File: src/rtl/elevator_pkg.sv
// Shared encodings and request-scan helpers for the elevator controller.
package elevator_pkg;

  localparam int unsigned MAX_FLOORS = 32;
  localparam int unsigned FIDX_W     = 5;

  typedef enum logic [2:0] {
    ST_IDLE      = 3'd0,
    ST_DOOR_OPEN = 3'd1,
    ST_MOVE_UP   = 3'd2,
    ST_MOVE_DOWN = 3'd3,
    ST_EMERGENCY = 3'd4
  } state_t;

  typedef enum logic {
    DIR_UP   = 1'b0,
    DIR_DOWN = 1'b1
  } dir_t;

  // Any pending call strictly above the given floor.
  function automatic logic req_above(input logic [MAX_FLOORS-1:0] req,
                                     input logic [FIDX_W-1:0] floor);
    return |((req >> floor) >> 1);
  endfunction

  // Any pending call strictly below the given floor.
  function automatic logic req_below(input logic [MAX_FLOORS-1:0] req,
                                     input logic [FIDX_W-1:0] floor);
    return |(req & ((MAX_FLOORS'(1) << floor) - MAX_FLOORS'(1)));
  endfunction

endpackage

File: src/rtl/tick_generator.sv
// Free-running divider producing a one-cycle enable every CLK_FREQ_HZ clocks.
module tick_generator #(
  parameter int unsigned CLK_FREQ_HZ = 50000000
) (
  input  logic clk,
  input  logic rst_n,
  output logic tick
);

  localparam int unsigned CNT_W = (CLK_FREQ_HZ > 1) ? $clog2(CLK_FREQ_HZ) : 1;
  localparam logic [CNT_W-1:0] CNT_MAX = CNT_W'(CLK_FREQ_HZ - 1);

  logic [CNT_W-1:0] cnt;

  // Count to CNT_MAX, wrap, and flag the wrap cycle.
  always_ff @(posedge clk or negedge rst_n) begin
    if (!rst_n) begin
      cnt  <= '0;
      tick <= 1'b0;
    end else begin
      tick <= (cnt == CNT_MAX);
      cnt  <= (cnt == CNT_MAX) ? '0 : cnt + CNT_W'(1);
    end
  end

endmodule

File: src/rtl/elevator_controller.sv
// N-floor elevator controller: SCAN scheduling, tick-timed travel/door, SOS and overweight.
module elevator_controller
  import elevator_pkg::*;
#(
  parameter int unsigned NUM_FLOORS   = 3,
  parameter int unsigned CLK_FREQ_HZ  = 50000000,
  parameter int unsigned TRAVEL_TICKS = 2,
  parameter int unsigned DOOR_TICKS   = 3
) (
  input  logic                  CLK_50,
  input  logic                  RST_N,
  input  logic [NUM_FLOORS-1:0] floor_button,
  input  logic                  sos_button,
  input  logic                  weight_sensor,
  output logic [NUM_FLOORS-1:0] floor_led,
  output logic [NUM_FLOORS-1:0] request_led,
  output logic                  sos_led,
  output logic                  emergency_led,
  output logic                  weight_led,
  output logic                  door_status_led,
  output logic                  moving_up,
  output logic                  moving_down
);

  localparam int unsigned FLOOR_W  = (NUM_FLOORS > 1) ? $clog2(NUM_FLOORS) : 1;
  localparam int unsigned TRAVEL_W = $clog2(TRAVEL_TICKS + 1);
  localparam int unsigned DOOR_W   = $clog2(DOOR_TICKS + 1);

  logic                  tick;
  logic [NUM_FLOORS-1:0] btn_s1, btn_s2, btn_d, call;
  logic                  sos_s1, sos_s2, sos_d, sos_pulse;
  logic                  wt_s1, wt_s2;

  state_t                state, state_nx;
  dir_t                  dir, dir_nx;
  logic [FLOOR_W-1:0]    floor, floor_nx, floor_step;
  logic [NUM_FLOORS-1:0] req, req_nx;
  logic [TRAVEL_W-1:0]   travel_cnt, travel_cnt_nx;
  logic [DOOR_W-1:0]     door_cnt, door_cnt_nx;
  logic                  above, below, step_ahead, at_limit;

  tick_generator #(.CLK_FREQ_HZ(CLK_FREQ_HZ)) u_tick (
    .clk   (CLK_50),
    .rst_n (RST_N),
    .tick  (tick)
  );

  // Two-flop synchronisers plus edge-history flops for the raw buttons.
  always_ff @(posedge CLK_50 or negedge RST_N) begin
    if (!RST_N) begin
      btn_s1 <= '0; btn_s2 <= '0; btn_d <= '0;
      sos_s1 <= 1'b0; sos_s2 <= 1'b0; sos_d <= 1'b0;
      wt_s1  <= 1'b0; wt_s2  <= 1'b0;
    end else begin
      btn_s1 <= floor_button; btn_s2 <= btn_s1; btn_d <= btn_s2;
      sos_s1 <= sos_button;   sos_s2 <= sos_s1; sos_d <= sos_s2;
      wt_s1  <= weight_sensor; wt_s2 <= wt_s1;
    end
  end

  assign call      = btn_s2 & ~btn_d;
  assign sos_pulse = sos_s2 & ~sos_d;
  assign above     = req_above(MAX_FLOORS'(req), FIDX_W'(floor));
  assign below     = req_below(MAX_FLOORS'(req), FIDX_W'(floor));

  // State register.
  always_ff @(posedge CLK_50 or negedge RST_N) begin
    if (!RST_N) state <= ST_IDLE;
    else        state <= state_nx;
  end

  // Next-state, scheduling and call latching.
  always_comb begin
    state_nx      = state;
    dir_nx        = dir;
    floor_nx      = floor;
    req_nx        = req;
    travel_cnt_nx = travel_cnt;
    door_cnt_nx   = door_cnt;
    floor_step    = (state == ST_MOVE_DOWN) ? floor - FLOOR_W'(1) : floor + FLOOR_W'(1);
    step_ahead    = (state == ST_MOVE_DOWN) ? req_below(MAX_FLOORS'(req), FIDX_W'(floor_step))
                                            : req_above(MAX_FLOORS'(req), FIDX_W'(floor_step));
    at_limit      = ((state == ST_MOVE_UP) && (floor == FLOOR_W'(NUM_FLOORS - 1))) ||
                    ((state == ST_MOVE_DOWN) && (floor == '0));

    if (sos_pulse && (state != ST_EMERGENCY)) begin
      state_nx    = ST_EMERGENCY;
      req_nx      = '0;
      door_cnt_nx = '0;
    end else begin
      case (state)
        ST_IDLE: begin
          if (req[floor]) begin
            req_nx[floor] = 1'b0;
            state_nx      = ST_DOOR_OPEN;
            door_cnt_nx   = '0;
          end else if ((|req) && !wt_s2) begin
            travel_cnt_nx = '0;
            if (above) begin
              state_nx = ST_MOVE_UP;
              dir_nx   = DIR_UP;
            end else begin
              state_nx = ST_MOVE_DOWN;
              dir_nx   = DIR_DOWN;
            end
          end
        end
        ST_MOVE_UP, ST_MOVE_DOWN: begin
          if (at_limit) begin
            state_nx      = ST_IDLE;
            travel_cnt_nx = '0;
          end else if (tick) begin
            if (travel_cnt == TRAVEL_W'(TRAVEL_TICKS - 1)) begin
              floor_nx      = floor_step;
              travel_cnt_nx = '0;
              if (req[floor_step]) begin
                req_nx[floor_step] = 1'b0;
                state_nx           = ST_DOOR_OPEN;
                door_cnt_nx        = '0;
              end else if (!step_ahead) begin
                state_nx = ST_IDLE;
              end
            end else begin
              travel_cnt_nx = travel_cnt + TRAVEL_W'(1);
            end
          end
        end
        ST_DOOR_OPEN: begin
          if (wt_s2) begin
            door_cnt_nx = '0;
          end else if (tick) begin
            if (door_cnt == DOOR_W'(DOOR_TICKS - 1)) begin
              door_cnt_nx = '0;
              if ((dir == DIR_UP) ? above : below) begin
                state_nx = (dir == DIR_UP) ? ST_MOVE_UP : ST_MOVE_DOWN;
              end else if ((dir == DIR_UP) ? below : above) begin
                state_nx = (dir == DIR_UP) ? ST_MOVE_DOWN : ST_MOVE_UP;
                dir_nx   = (dir == DIR_UP) ? DIR_DOWN : DIR_UP;
              end else begin
                state_nx = ST_IDLE;
              end
            end else begin
              door_cnt_nx = door_cnt + DOOR_W'(1);
            end
          end
        end
        ST_EMERGENCY: begin
          if (sos_pulse) begin
            if (travel_cnt != '0) state_nx = (dir == DIR_UP) ? ST_MOVE_UP : ST_MOVE_DOWN;
            else                  state_nx = ST_IDLE;
          end
        end
        default: state_nx = ST_IDLE;
      endcase

      // A call at the parked floor re-opens the door instead of latching.
      if (state != ST_EMERGENCY) begin
        for (int unsigned f = 0; f < NUM_FLOORS; f++) begin
          if (call[f]) begin
            if ((floor == FLOOR_W'(f)) && ((state == ST_IDLE) || (state == ST_DOOR_OPEN))) begin
              state_nx    = ST_DOOR_OPEN;
              dir_nx      = dir;
              door_cnt_nx = '0;
            end else begin
              req_nx[f] = 1'b1;
            end
          end
        end
      end
    end
  end

  // Datapath registers and registered LED outputs.
  always_ff @(posedge CLK_50 or negedge RST_N) begin
    if (!RST_N) begin
      dir             <= DIR_UP;
      floor           <= '0;
      req             <= '0;
      travel_cnt      <= '0;
      door_cnt        <= '0;
      floor_led       <= NUM_FLOORS'(1);
      request_led     <= '0;
      sos_led         <= 1'b0;
      emergency_led   <= 1'b0;
      weight_led      <= 1'b0;
      door_status_led <= 1'b0;
      moving_up       <= 1'b0;
      moving_down     <= 1'b0;
    end else begin
      dir             <= dir_nx;
      floor           <= floor_nx;
      req             <= req_nx;
      travel_cnt      <= travel_cnt_nx;
      door_cnt        <= door_cnt_nx;
      floor_led       <= NUM_FLOORS'(1) << floor_nx;
      request_led     <= req_nx;
      sos_led         <= (state_nx == ST_EMERGENCY);
      emergency_led   <= (state_nx == ST_EMERGENCY) && (emergency_led ^ tick);
      weight_led      <= wt_s2;
      door_status_led <= (state_nx == ST_DOOR_OPEN) ||
                         ((state_nx == ST_EMERGENCY) && (travel_cnt_nx == '0));
      moving_up       <= (state_nx == ST_MOVE_UP);
      moving_down     <= (state_nx == ST_MOVE_DOWN);
    end
  end

endmodule

File: config.mk
export PLATFORM = sky130hd
export DESIGN_NAME = elevator_controller
export DESIGN_NICKNAME = d
export VERILOG_FILES = /design/src/rtl/elevator_pkg.sv /design/src/rtl/tick_generator.sv /design/src/rtl/elevator_controller.sv
export SDC_FILE = /design/constraint.sdc
export NUM_CORES = 1
export LEC_CHECK = 0
export CORE_MARGIN = 5
export CORE_UTILIZATION = 38
export CTS_CLUSTER_DIAMETER = 50
export DETAILED_ROUTE_END_ITERATION = 6
export SLEW_MARGIN = 20
export SYNTH_ARGS = -nofsm -noshare
export SYNTH_HDL_FRONTEND = slang
export SYNTH_SLANG_ARGS = --single-unit
File: constraint.sdc
create_clock -name CLK_50 -period 6.17 [get_ports CLK_50]
set_input_delay 0.617 -clock CLK_50 [delete_from_list [all_inputs] [get_ports CLK_50]]
set_output_delay 0.617 -clock CLK_50 [all_outputs]
set_load 0.01 [all_outputs]
# [Word level (Yosys, flattened, before mapping)]
# Index checks and enable logic that the tools add are counted.
[word_totals] ff_bits=63 word_cells=191 out_inout_bits=12
[op_classes] n_shift=5 bitwise_logic=12 n_reduce_logical=26 n_addsub=7 n_eq_ne=15 mux=99 n_lt_le_gt_ge=4
[ops] operator="3-bit 2-to-1 mux" n=26
[ops] operator="3-bit by 32-bit AND with 32-bit output" n=2
[ops] operator="32-bit OR reduction" n=2
[ops] operator="1-bit by 2-bit left shift with 32-bit output, first input constant" n=2
[ops] operator="3-bit by 2-bit right shift with 32-bit output" n=2
[ops] operator="32-bit by 1-bit subtractor with 32-bit output, second input constant" n=2
[ops] operator="2-bit 2-to-1 mux" n=31
[ops] operator="31-bit OR reduction" n=2
[ops] operator="1-bit 2-to-1 mux" n=32
[ops] operator="26-bit by 1-bit adder with 26-bit output, second input constant" n=1
[ops] operator="26-bit equality test, second input constant" n=1
[ops] operator="26-bit 2-to-1 mux" n=1
[ops] operator="3-bit by 2-bit equality test with 1-bit output, second input constant" n=4
[ops] operator="3-bit case mux with 4 select lines" n=1
[ops] operator="1-bit logical AND" n=11
[ops] operator="3-bit AND" n=3
[ops] operator="3-bit NOT" n=3
[ops] operator="2-bit by 1-bit adder with 2-bit output, second input constant" n=3
[ops] operator="3-bit by 1-bit equality test with 1-bit output, second input constant" n=2
[ops] operator="3-bit equality test, second input constant" n=2
[ops] operator="2-bit by 3-bit less-than comparator with 1-bit output, second input constant" n=2
[ops] operator="3-bit inequality test, second input constant" n=2
[ops] operator="2-bit case mux with 3 select lines" n=1
[ops] operator="3-bit case mux with 2 select lines" n=1
[ops] operator="20 further kinds" n=29

# [Longest topological paths before layout]
# Gate-level depths: netlist of run 1.
[depth] ltp_word=24 ltp_mapped=9

# [Cells and area by module]
# Synthesis of run 1 repeated with hierarchy kept, for this count alone.
[hier_totals] hier_cells=329 area_unflattened_um2=3239.4
[by_module_without_submodules] module="elevator_controller" instances=1 seq_area_each_um2=902.1 cells_each=191 area_per_inst_um2=1854.3
[by_module_without_submodules] module="tick_generator" instances=1 seq_area_each_um2=675.6 cells_each=138 area_per_inst_um2=1385.1

# [Worst setup path after synthesis of run 1]
# Ideal clock, no wire load.
[synth_timing] path_kind="register to register" from="reg floor[0]" to="reg door_status_led" path_buffers=1 synth_period_minus_slack_ns=2.269 path_stages_with_launch=10 setup_ns=0.118 arrival_time_ns=2.151 path_slack_ns=3.901 cell_sequence="dfrtp_1 > buf_2 > inv_1 > ha_1 > inv_1 > xnor2_2 > a32o_2 > and3_4 > o31a_1 > a21o_1"
[synth_between] elab_chain_len=24 word_cells_on_any_way=62 classes_between="add/sub (4); eq/ne (4); shift (4); mux (34); bitwise (2); reduce/logical (14)"
[synth_lines] element="from (decl)" line="elevator_controller.sv:36" rtl="logic [FLOOR_W-1:0] floor, floor_nx, floor_step;"
[synth_lines] element="from (signal assigned)" line="elevator_controller.sv:191" rtl="floor <= floor_nx;"
[synth_lines] element="2-bit by 1-bit adder with 2-bit output / 2-bit by 1-bit subtractor with 2-bit output (equally long branches)" line="elevator_controller.sv:80" rtl="floor_step = (state == ST_MOVE_DOWN) ? floor - FLOOR_W'(1) : floor + FLOOR_W'(1);"
[synth_lines] element="2-bit 2-to-1 mux" line="elevator_controller.sv:80"
[synth_lines] element="1-bit by 2-bit left shift with 32-bit output" line="elevator_pkg.sv:29" rtl="return |(req & ((MAX_FLOORS'(1) << floor) - MAX_FLOORS'(1)));"
[synth_lines] element="32-bit by 1-bit subtractor with 32-bit output" line="elevator_pkg.sv:29"
[synth_lines] element="3-bit by 32-bit AND with 32-bit output" line="elevator_pkg.sv:29"
[synth_lines] element="32-bit OR reduction" line="elevator_pkg.sv:29"
[synth_lines] element="1-bit 2-to-1 mux" line="elevator_controller.sv:81" rtl="step_ahead = (state == ST_MOVE_DOWN) ? req_below(MAX_FLOORS'(req), FIDX_W'(floor_step))"
[synth_lines] element="3-bit 2-to-1 mux" line="elevator_controller.sv:120" rtl="end else if (!step_ahead) begin"
[synth_lines] element="[9 not listed]"
[synth_lines] element="3-bit 2-to-1 mux" line="elevator_controller.sv:160" rtl="if ((floor == FLOOR_W'(f)) && ((state == ST_IDLE) || (state == ST_DOOR_OPEN))) begin"
[synth_lines] element="3-bit 2-to-1 mux" line="elevator_controller.sv:159" rtl="if (call[f]) begin"
[synth_lines] element="3-bit 2-to-1 mux *" line="elevator_controller.sv:157" rtl="if (state != ST_EMERGENCY) begin"
[synth_lines] element="3-bit 2-to-1 mux *" line="elevator_controller.sv:86" rtl="if (sos_pulse && (state != ST_EMERGENCY)) begin"
[synth_lines] element="via state_nx[0]" line="elevator_controller.sv:34" rtl="state_t state, state_nx;"
[synth_lines] element="3-bit equality test" line="elevator_controller.sv:201" rtl="((state_nx == ST_EMERGENCY) && (travel_cnt_nx == '0));"
[synth_lines] element="1-bit logical AND" line="elevator_controller.sv:201"
[synth_lines] element="1-bit logical OR *" line="elevator_controller.sv:200" rtl="door_status_led <= (state_nx == ST_DOOR_OPEN) ||"
[synth_lines] element="to (signal assigned)" line="elevator_controller.sv:200"
[synth_lines] element="to (decl)" line="elevator_controller.sv:20" rtl="output logic door_status_led,"
# The timed path passes the listed nets; every way through them passes the cells marked *. The select of a mux whose other input is x is not followed.
# A chain may end at the register's enable or synchronous reset.

# [Worst setup path in the final report of run 1]
[layout_timing] from="reg floor[0]" to="reg door_status_led"
[layout_between] elab_chain_len=24 word_cells_on_any_way=62 classes_between="add/sub (4); eq/ne (4); shift (4); mux (34); bitwise (2); reduce/logical (14)"
[layout_lines] element="2-bit by 1-bit adder with 2-bit output / 2-bit by 1-bit subtractor with 2-bit output (equally long branches)" line="elevator_controller.sv:80"
[layout_lines] element="2-bit 2-to-1 mux" line="elevator_controller.sv:80"
[layout_lines] element="1-bit by 2-bit left shift with 32-bit output" line="elevator_pkg.sv:29"
[layout_lines] element="32-bit by 1-bit subtractor with 32-bit output" line="elevator_pkg.sv:29"
[layout_lines] element="3-bit by 32-bit AND with 32-bit output" line="elevator_pkg.sv:29"
[layout_lines] element="32-bit OR reduction" line="elevator_pkg.sv:29"
[layout_lines] element="1-bit 2-to-1 mux" line="elevator_controller.sv:81"
[layout_lines] element="3-bit 2-to-1 mux" line="elevator_controller.sv:120"
[layout_lines] element="[8 not listed]"
[layout_lines] element="3-bit 2-to-1 mux" line="elevator_controller.sv:159"
[layout_lines] element="3-bit 2-to-1 mux" line="elevator_controller.sv:160"
[layout_lines] element="3-bit 2-to-1 mux" line="elevator_controller.sv:159"
[layout_lines] element="3-bit 2-to-1 mux" line="elevator_controller.sv:157"
[layout_lines] element="3-bit 2-to-1 mux" line="elevator_controller.sv:86"
[layout_lines] element="3-bit equality test" line="elevator_controller.sv:201"
[layout_lines] element="1-bit logical AND" line="elevator_controller.sv:201"
[layout_lines] element="1-bit logical OR *" line="elevator_controller.sv:200"
# Mark *: on every way between the ends. The rest lies on a longest branch, timed or not. The select of a mux whose other input is x is not followed.

==> results.json, run 1 <==
{
  "timing.setup.tns_ns": 0,
  "synth_seq_cells": 63,
  "power.static_leakage_nw": 1.54,
  "grt_start_max_net_pins": 64,
  "syn-instance-count": 307,
  "setup_viol_count_final": 0,
  "dr_total_vias": 2235,
  "min_cycle_time_layout_ns": 2.61,
  "drive_above_1_share_pct": 7.88,
  "worstPathRequired_ns": 6.39,
  "floorplan.rows": 33,
  "outcome": "completed",
  "avgRoutedWirePerCell_um": 13.9,
  "ys_seq_area_share_pct": 50.9,
  "drtPass1Iterations": 4,
  "boundaryPins": 19,
  "die-area_sq_um": 10100,
  "die_width_um": 100,
  "synth.net_count": 319,
  "final_hold_viol_count": 0,
  "layout-area-overhead-vs-synth_pct": 13.6,
  "post_synth.cell_area_avg_sq_um": 10.1,
  "antenna_left": 0,
  "cts-resized-gates": 0,
  "synth_top_cell_area_share_pct": 50.1,
  "htree_levels": 3,
  "clock-root-buffer": "clkbuf_8",
  "cts_max_path_buffers": 2,
  "initial_core_util_pct": 38.3,
  "synth_area_leader_cell": "dfrtp_1",
  "tightest_slew_ns": 0.771,
  "diodes": 0,
  "final_min_period_over_clock_period_pct": 42.2,
  "nFillCells": 821,
  "insertion_delay_ns": 0.34,
  "gr-total-overflow": 0,
  "gr-usage-all-layers_pct": 13.3,
  "path_max_fanout": 13,
  "rsz_0062_raised_after_global_routing": "no",
  "netSwitchingPower_uw": 395,
  "drt_drc_violations_left": 0,
  "totalPowerFinal_mw": 1.13,
  "timing.hold.ws_ns": 0.349,
  "power.clock.fraction_pct": 26.4,
  "seq_power_share_pct": 46.5,
  "cell_internal_pwr_uw": 733,
  "sw_frac_of_total_pct": 35.0,
  "wirelength_um": 6030,
  "ys.flop_type": "dfrtp_1",
  "combPwrFrac_pct": 27.0,
  "synth.distinct_cells": 59,
  "number_of_clock_buffers_inserted_by_tritoncts": 9,
  "summed_instance_area_of_the_synthesized_netlist_sq_um": 3100,
  "clock_slew_at_reported_path_ffs_ns": 0.07,
  "final_area_sq_um": 3520,
  "number_of_enable_type_register_cells_in_the_synthesized_netlist": 0,
  "flip_flop_and_latch_area_sq_um": 1580,
  "placement.io_buffers": 18,
  "fp.coreArea_sq_um": 8090,
  "total_area_of_multi_input_combinational_cells_sq_um": 1430,
  "maxSlewViolCount": 0,
  "clock_sink_count": 63,
  "antenna_found_initial": 0,
  "vdd.ir_drop.worst_uv": 156,
  "maxClockFrequency_mhz": 384,
  "vias_per_cell": 5.14,
  "hold_class": "flop to flop",
  "final.setup_skew_ns": 0.00822,
  "final_nets": 338,
  "power_density_nw_per_um2": 320,
  "worstPathArrival_ns": 2.83,
  "ys_async_sr_fraction_pct": 100,
  "fin_cells": 435,
  "cts_tree": "yes",
  "worst_setup_path_start_kind": "flop",
  "post_cts_buffers": 0,
  "maxCapViolations": 0,
  "synth_common_cells": "dfrtp_1, nor2_1, nand2_1, xor2_1, nand3_1",
  "startpoint_to_endpoint_class_of_the_critical_path": "flop to flop",
  "synth.top_cells.by_area": "dfrtp_1, xor2_1, nor2_1, xnor2_1, nand2_1",
  "end_kind": "flop",
  "dr.first_iter.drc_count": 106,
  "dp.final_hpwl_um": 4230,
  "slew_headroom_pct": 48.6,
  "dp_cells": 420,
  "synth-warning-count": 0,
  "chipHeight_um": 100,
  "first_global_vias": 2187,
  "placement.cell_area_sq_um": 3350,
  "postCtsHoldBufs": 0,
  "gpl.final_weighted_congestion": 0.858,
  "yosysMostFrequentCell": "dfrtp_1",
  "grt_pass1_wl_um": 10700
}
-- power by group through the flow --
stage	logic (mW)	registers, mW	clock network [mW]
finish	0.305	0.525	0.298
global route	0.342	0.534	0.329
CTS	0.305	0.523	0.311
detailed placement	0.303	0.531	0
global placement	0.302	0.533	0
floorplan	0.254	0.484	0
-- worst max-delay path, stage by stage, from the launching register on --
cell       delay (ns)
dfrtp_1          0.62
inv_1            0.17
ha_1             0.41
inv_1            0.12
xnor2_2          0.24
o211ai_1         0.12
a2111oi_1        0.45
o31ai_2          0.18
a21o_1           0.18
-- worst paths after layout --
| kind | cells after the start | slack [ns] | end | start |
|---|---|---|---|---|
| worst max-delay path | 8 | 3.56 | door_status_led$_DFF_PN0_ | floor[0]$_DFF_PN0_ |
| worst min-delay path | 0 | 0.35 | btn_s2[0]$_DFF_PN0_ | btn_s1[0]$_DFF_PN0_ |
| worst max register to register | 8 | 3.56 | door_status_led$_DFF_PN0_ | floor[0]$_DFF_PN0_ |
| worst min register to register | 0 | 0.35 | btn_s2[0]$_DFF_PN0_ | btn_s1[0]$_DFF_PN0_ |
| max in group asynchronous | 2 | 5.22 | moving_up$_DFF_PN0_ | RST_N |
| min in group asynchronous | 2 | 0.43 | floor[1]$_DFF_PN0_ | RST_N |
-- stage by stage --
stage,setup slack [ns],util (%)
global placement,3.67,41.5
floorplan,3.90,-
global route,3.39,43.5
finish,3.56,43.5
CTS,3.60,43.5
detailed placement,3.63,41.5
-- layout make-up --
class                   instances  share of cell area (%)
inverters                       9                   0.960
repair buffers                 19                    5.19
flip-flops and latches         63                    44.8
multi-input cells             224                    40.7
clock buffers                   9                    3.52
clock inverters                 6                    1.10
well taps                     105                    3.73
-- state kept, by name, indices dropped and copies added (netlist names), 2 cells and up --
signal      count
req             3
btn_s2          3
floor_led       3
door_cnt        2
u_tick.cnt     26
state           3
btn_s1          3
floor           2
btn_d           3
travel_cnt      2
-- per-layer routing --
layer	track usage, %	vias to the layer above	wire, um
met5	0	-	0
met4	5.39	0	95
met3	3.34	9	236
met2	21.2	34	2860
met1	17.2	1073	2840
li1	-	1119	-
-- cells in the final DEF (no fill, tap or decap), types with 2 or more instances in the layout --
cell / synthesis / routed
nor2_1: 35 / 34
nor4b_1: 2 / 2
nor3b_1: 2 / 2
dfrtp_1: 62 / 62
nand3_1: 13 / 13
nor2b_1: 10 / 10
nand2b_1: 5 / 5
inv_1: 9 / 9
and4_1: 2 / 2
xnor2_1: 10 / 10
a21oi_1: 11 / 11
o21ai_1: 2 / 2
a22oi_1: 2 / 2
a211oi_1: 2 / 2
clkbuf_8: 0 / 9
nor4_1: 4 / 4
nand4_1: 7 / 7
nand2_1: 21 / 21
and2_1: 7 / 7
o22a_1: 2 / 2
and3_1: 4 / 4
clkinvlp_4: 0 / 2
a311oi_1: 2 / 2
ha_1: 5 / 5
clkinv_2: 0 / 3
nor3_1: 7 / 7
o22ai_1: 2 / 2
mux2i_1: 3 / 3
nand3b_1: 5 / 5
a21boi_0: 3 / 3
o31ai_1: 4 / 4
o21ai_0: 11 / 11
clkdlybuf4s50_1: 0 / 17
xor2_1: 16 / 16
-- cells by family after synthesis --
| family | after synthesis | share of synthesized area (%) |
|---|---|---|
| buf+inv | 20 | 2.99 |
| compound gates | 58 | 13.0 |
| simple gates | 130 | 21.9 |
| xor+xnor | 27 | 7.87 |
| flops | 63 | 50.9 |
| mux | 4 | 1.33 |
| fa+ha+maj | 5 | 2.02 |
(Power assumes the default switching activity.)
==> run 2, diff against run 1 <==
clock period = 2.5 ns   (was 6.17 ns; I/O delays follow)
==> results.json, run 2 (same netlist as run 1, synthesis figures left out) <==
{
  "final_nets": 348,
  "die_width_um": 100,
  "drive_above_1_share_pct": 10.3,
  "drt_drc_violations_left": 0,
  "most-common-layout-cells": "dfrtp_1, nor2_1, nand2_1, clkdlybuf4s50_1, xor2_1",
  "end_kind": "flop",
  "hold_class": "primary input to flop",
  "gr-total-overflow": 0,
  "holdPathStages": 1,
  "power_density_nw_per_um2": 823,
  "final_hold_viol_count": 0,
  "gr-usage-all-layers_pct": 13.8,
  "path_max_fanout": 7,
  "min_cycle_time_layout_ns": 2.35,
  "clock_slew_at_reported_path_ffs_ns": 0.07,
  "grt_pass1_wl_um": 11000,
  "boundaryPins": 19,
  "dr.first_iter.drc_count": 93,
  "clock-root-buffer": "clkbuf_8",
  "gpl.final_weighted_congestion": 0.888,
  "setup_viol_count_final": 0,
  "number_of_clock_buffers_inserted_by_tritoncts": 9,
  "worstPathArrival_ns": 2.57,
  "critical_path.most_common_cell": "inv_1",
  "power.static_leakage_nw": 1.61,
  "outcome": "completed",
  "antenna_found_initial": 0,
  "diodes": 0,
  "largest_reg_flops": 26,
  "met3_length_um": 230,
  "first_global_vias": 2259,
  "dp.final_hpwl_um": 4570,
  "layout-area-overhead-vs-synth_pct": 17.5,
  "initial_core_util_pct": 38.3,
  "htree_levels": 3,
  "maxClockFrequency_mhz": 425,
  "cts_max_path_buffers": 2,
  "cts_tree": "yes",
  "timing.setup.tns_ns": 0,
  "min-delay-start": "sos_button",
  "wirelength_um": 6300,
  "slew_headroom_pct": 63.1,
  "flop_to_flop_setup_slack_ns": 0.15,
  "cp_top_delay_family": "compound AO/OA/AOI/OAI gates",
  "nFillCells": 805,
  "end_of_the_worst_register_to_register_path": "door_status_led$_DFF_PN0_",
  "startpoint_to_endpoint_class_of_the_critical_path": "flop to flop",
  "final_min_period_over_clock_period_pct": 94.1,
  "drtPass1Iterations": 4,
  "antenna_left": 0,
  "critical_path.reg2reg.startpoint": "floor[1]$_DFF_PN0_",
  "top_layer": "met4",
  "total_met2_wirelength_after_detailed_routing_um": 3130,
  "grt_start_max_net_pins": 26,
  "register_with_the_most_flip_flops": "u_tick.cnt",
  "maxCapViolations": 0,
  "wl_met1_um": 2900,
  "critical-path-slowest-cell": "dfrtp_1",
  "vdd.ir_drop.worst_uv": 366,
  "timing.hold.ws_ns": 0.347,
  "worstRegToRegCells": 8,
  "critical_path.cell_chain": "inv_1, ha_1, inv_1, xnor2_2, a32o_2, and3_4, o31a_1, a21o_1",
  "avgRoutedWirePerCell_um": 14.2,
  "floorplan.rows": 33,
  "worst_setup_path_start_kind": "flop",
  "vias_per_cell": 5.12,
  "flip_flop_and_latch_area_sq_um": 1580,
  "maxSlewViolCount": 0,
  "clock_sink_count": 63,
  "insertion_delay_ns": 0.34,
  "placement.io_buffers": 18,
  "worstPathRequired_ns": 2.72,
  "critPathMaxStageDelay_ns": 0.46,
  "total_area_of_multi_input_combinational_cells_sq_um": 1430,
  "chipHeight_um": 100,
  "fp.coreArea_sq_um": 8090,
  "mostFrequentLayoutCell": "dfrtp_1",
  "final.setup_skew_ns": 0.0107,
  "rsz_0062_raised_after_global_routing": "no",
  "tightest_slew_ns": 0.553,
  "cp_num_buf_inv": 2,
  "die-area_sq_um": 10100,
  "timing.hold.worst_endpoint": "sos_s1$_DFF_PN0_",
  "dr_total_vias": 2279
}
run 2: changes by cell type in the layout (fill, tap and decap cells not counted), sizes merged:
cell         before  now
buf               2   11
bufinv            0    1
clkinv            4    0
clkbuf            9   11
inv               9   10
dlygate4sd3       0    1
run 2: timing repair:
action,CTS,global route
buffers inserted,0,0
hold endpoints to repair,17,0
gates resized for setup,0,1
hold buffers,1,0
endpoints found under the setup margin,0,2
run 2: how the worst max path moves through the flow:
stage | to | startpoint | slack (ns) | cells past startpoint
after detailed placement | door_status_led$_DFF_PN0_ | floor[1]$_DFF_PN0_ | 0.18 | 8
after global routing | door_status_led$_DFF_PN0_ | floor[1]$_DFF_PN0_ | 0.05 | 8
after global placement | door_status_led$_DFF_PN0_ | floor[1]$_DFF_PN0_ | 0.20 | 8
after floorplan | door_status_led$_DFF_PN0_ | floor[0]$_DFF_PN0_ | 0.23 | 9
after CTS | door_status_led$_DFF_PN0_ | floor[1]$_DFF_PN0_ | 0.14 | 8
final | door_status_led$_DFF_PN0_ | floor[1]$_DFF_PN0_ | 0.15 | 8
run 2: area by class of cell:
cell class                 count  share of cell area (%)
clock inverter                 4                    1.48
sequential                    63                    43.3
timing repair buffer          29                    7.15
inverter                       9                   0.928
tap                          105                    3.61
clock buffer                  11                    4.16
multi-input combinational    224                    39.4
run 2: per-stage QoR:
stage	instances	total power, mW	setup slack (ns)	instance area (sq um)	utilization (%)
2_1_floorplan	307	1.82	0.231	3100	-
3_3_place_gp	429	2.10	0.197	3420	42.3
3_5_place_dp	429	2.10	0.176	3420	42.3
4_1_cts	445	3.04	0.136	3640	44.9
5_1_grt	445	3.18	0.0496	3640	45.0
6_report	445	3.00	0.148	3640	45.0
run 2: where the power goes:
group          switching (mW)  internal [mW]
logic                   0.477          0.381
registers               0.120           1.11
clock network           0.399          0.513
run 2: layer usage:
| metal | track usage (%) | up-vias |
|---|---|---|
| li1 | - | 1138 |
| met1 | 17.4 | 1100 |
| met2 | 23.1 | 36 |
| met3 | 3.96 | 5 |
| met4 | 3.94 | 0 |
| met5 | 0 | - |
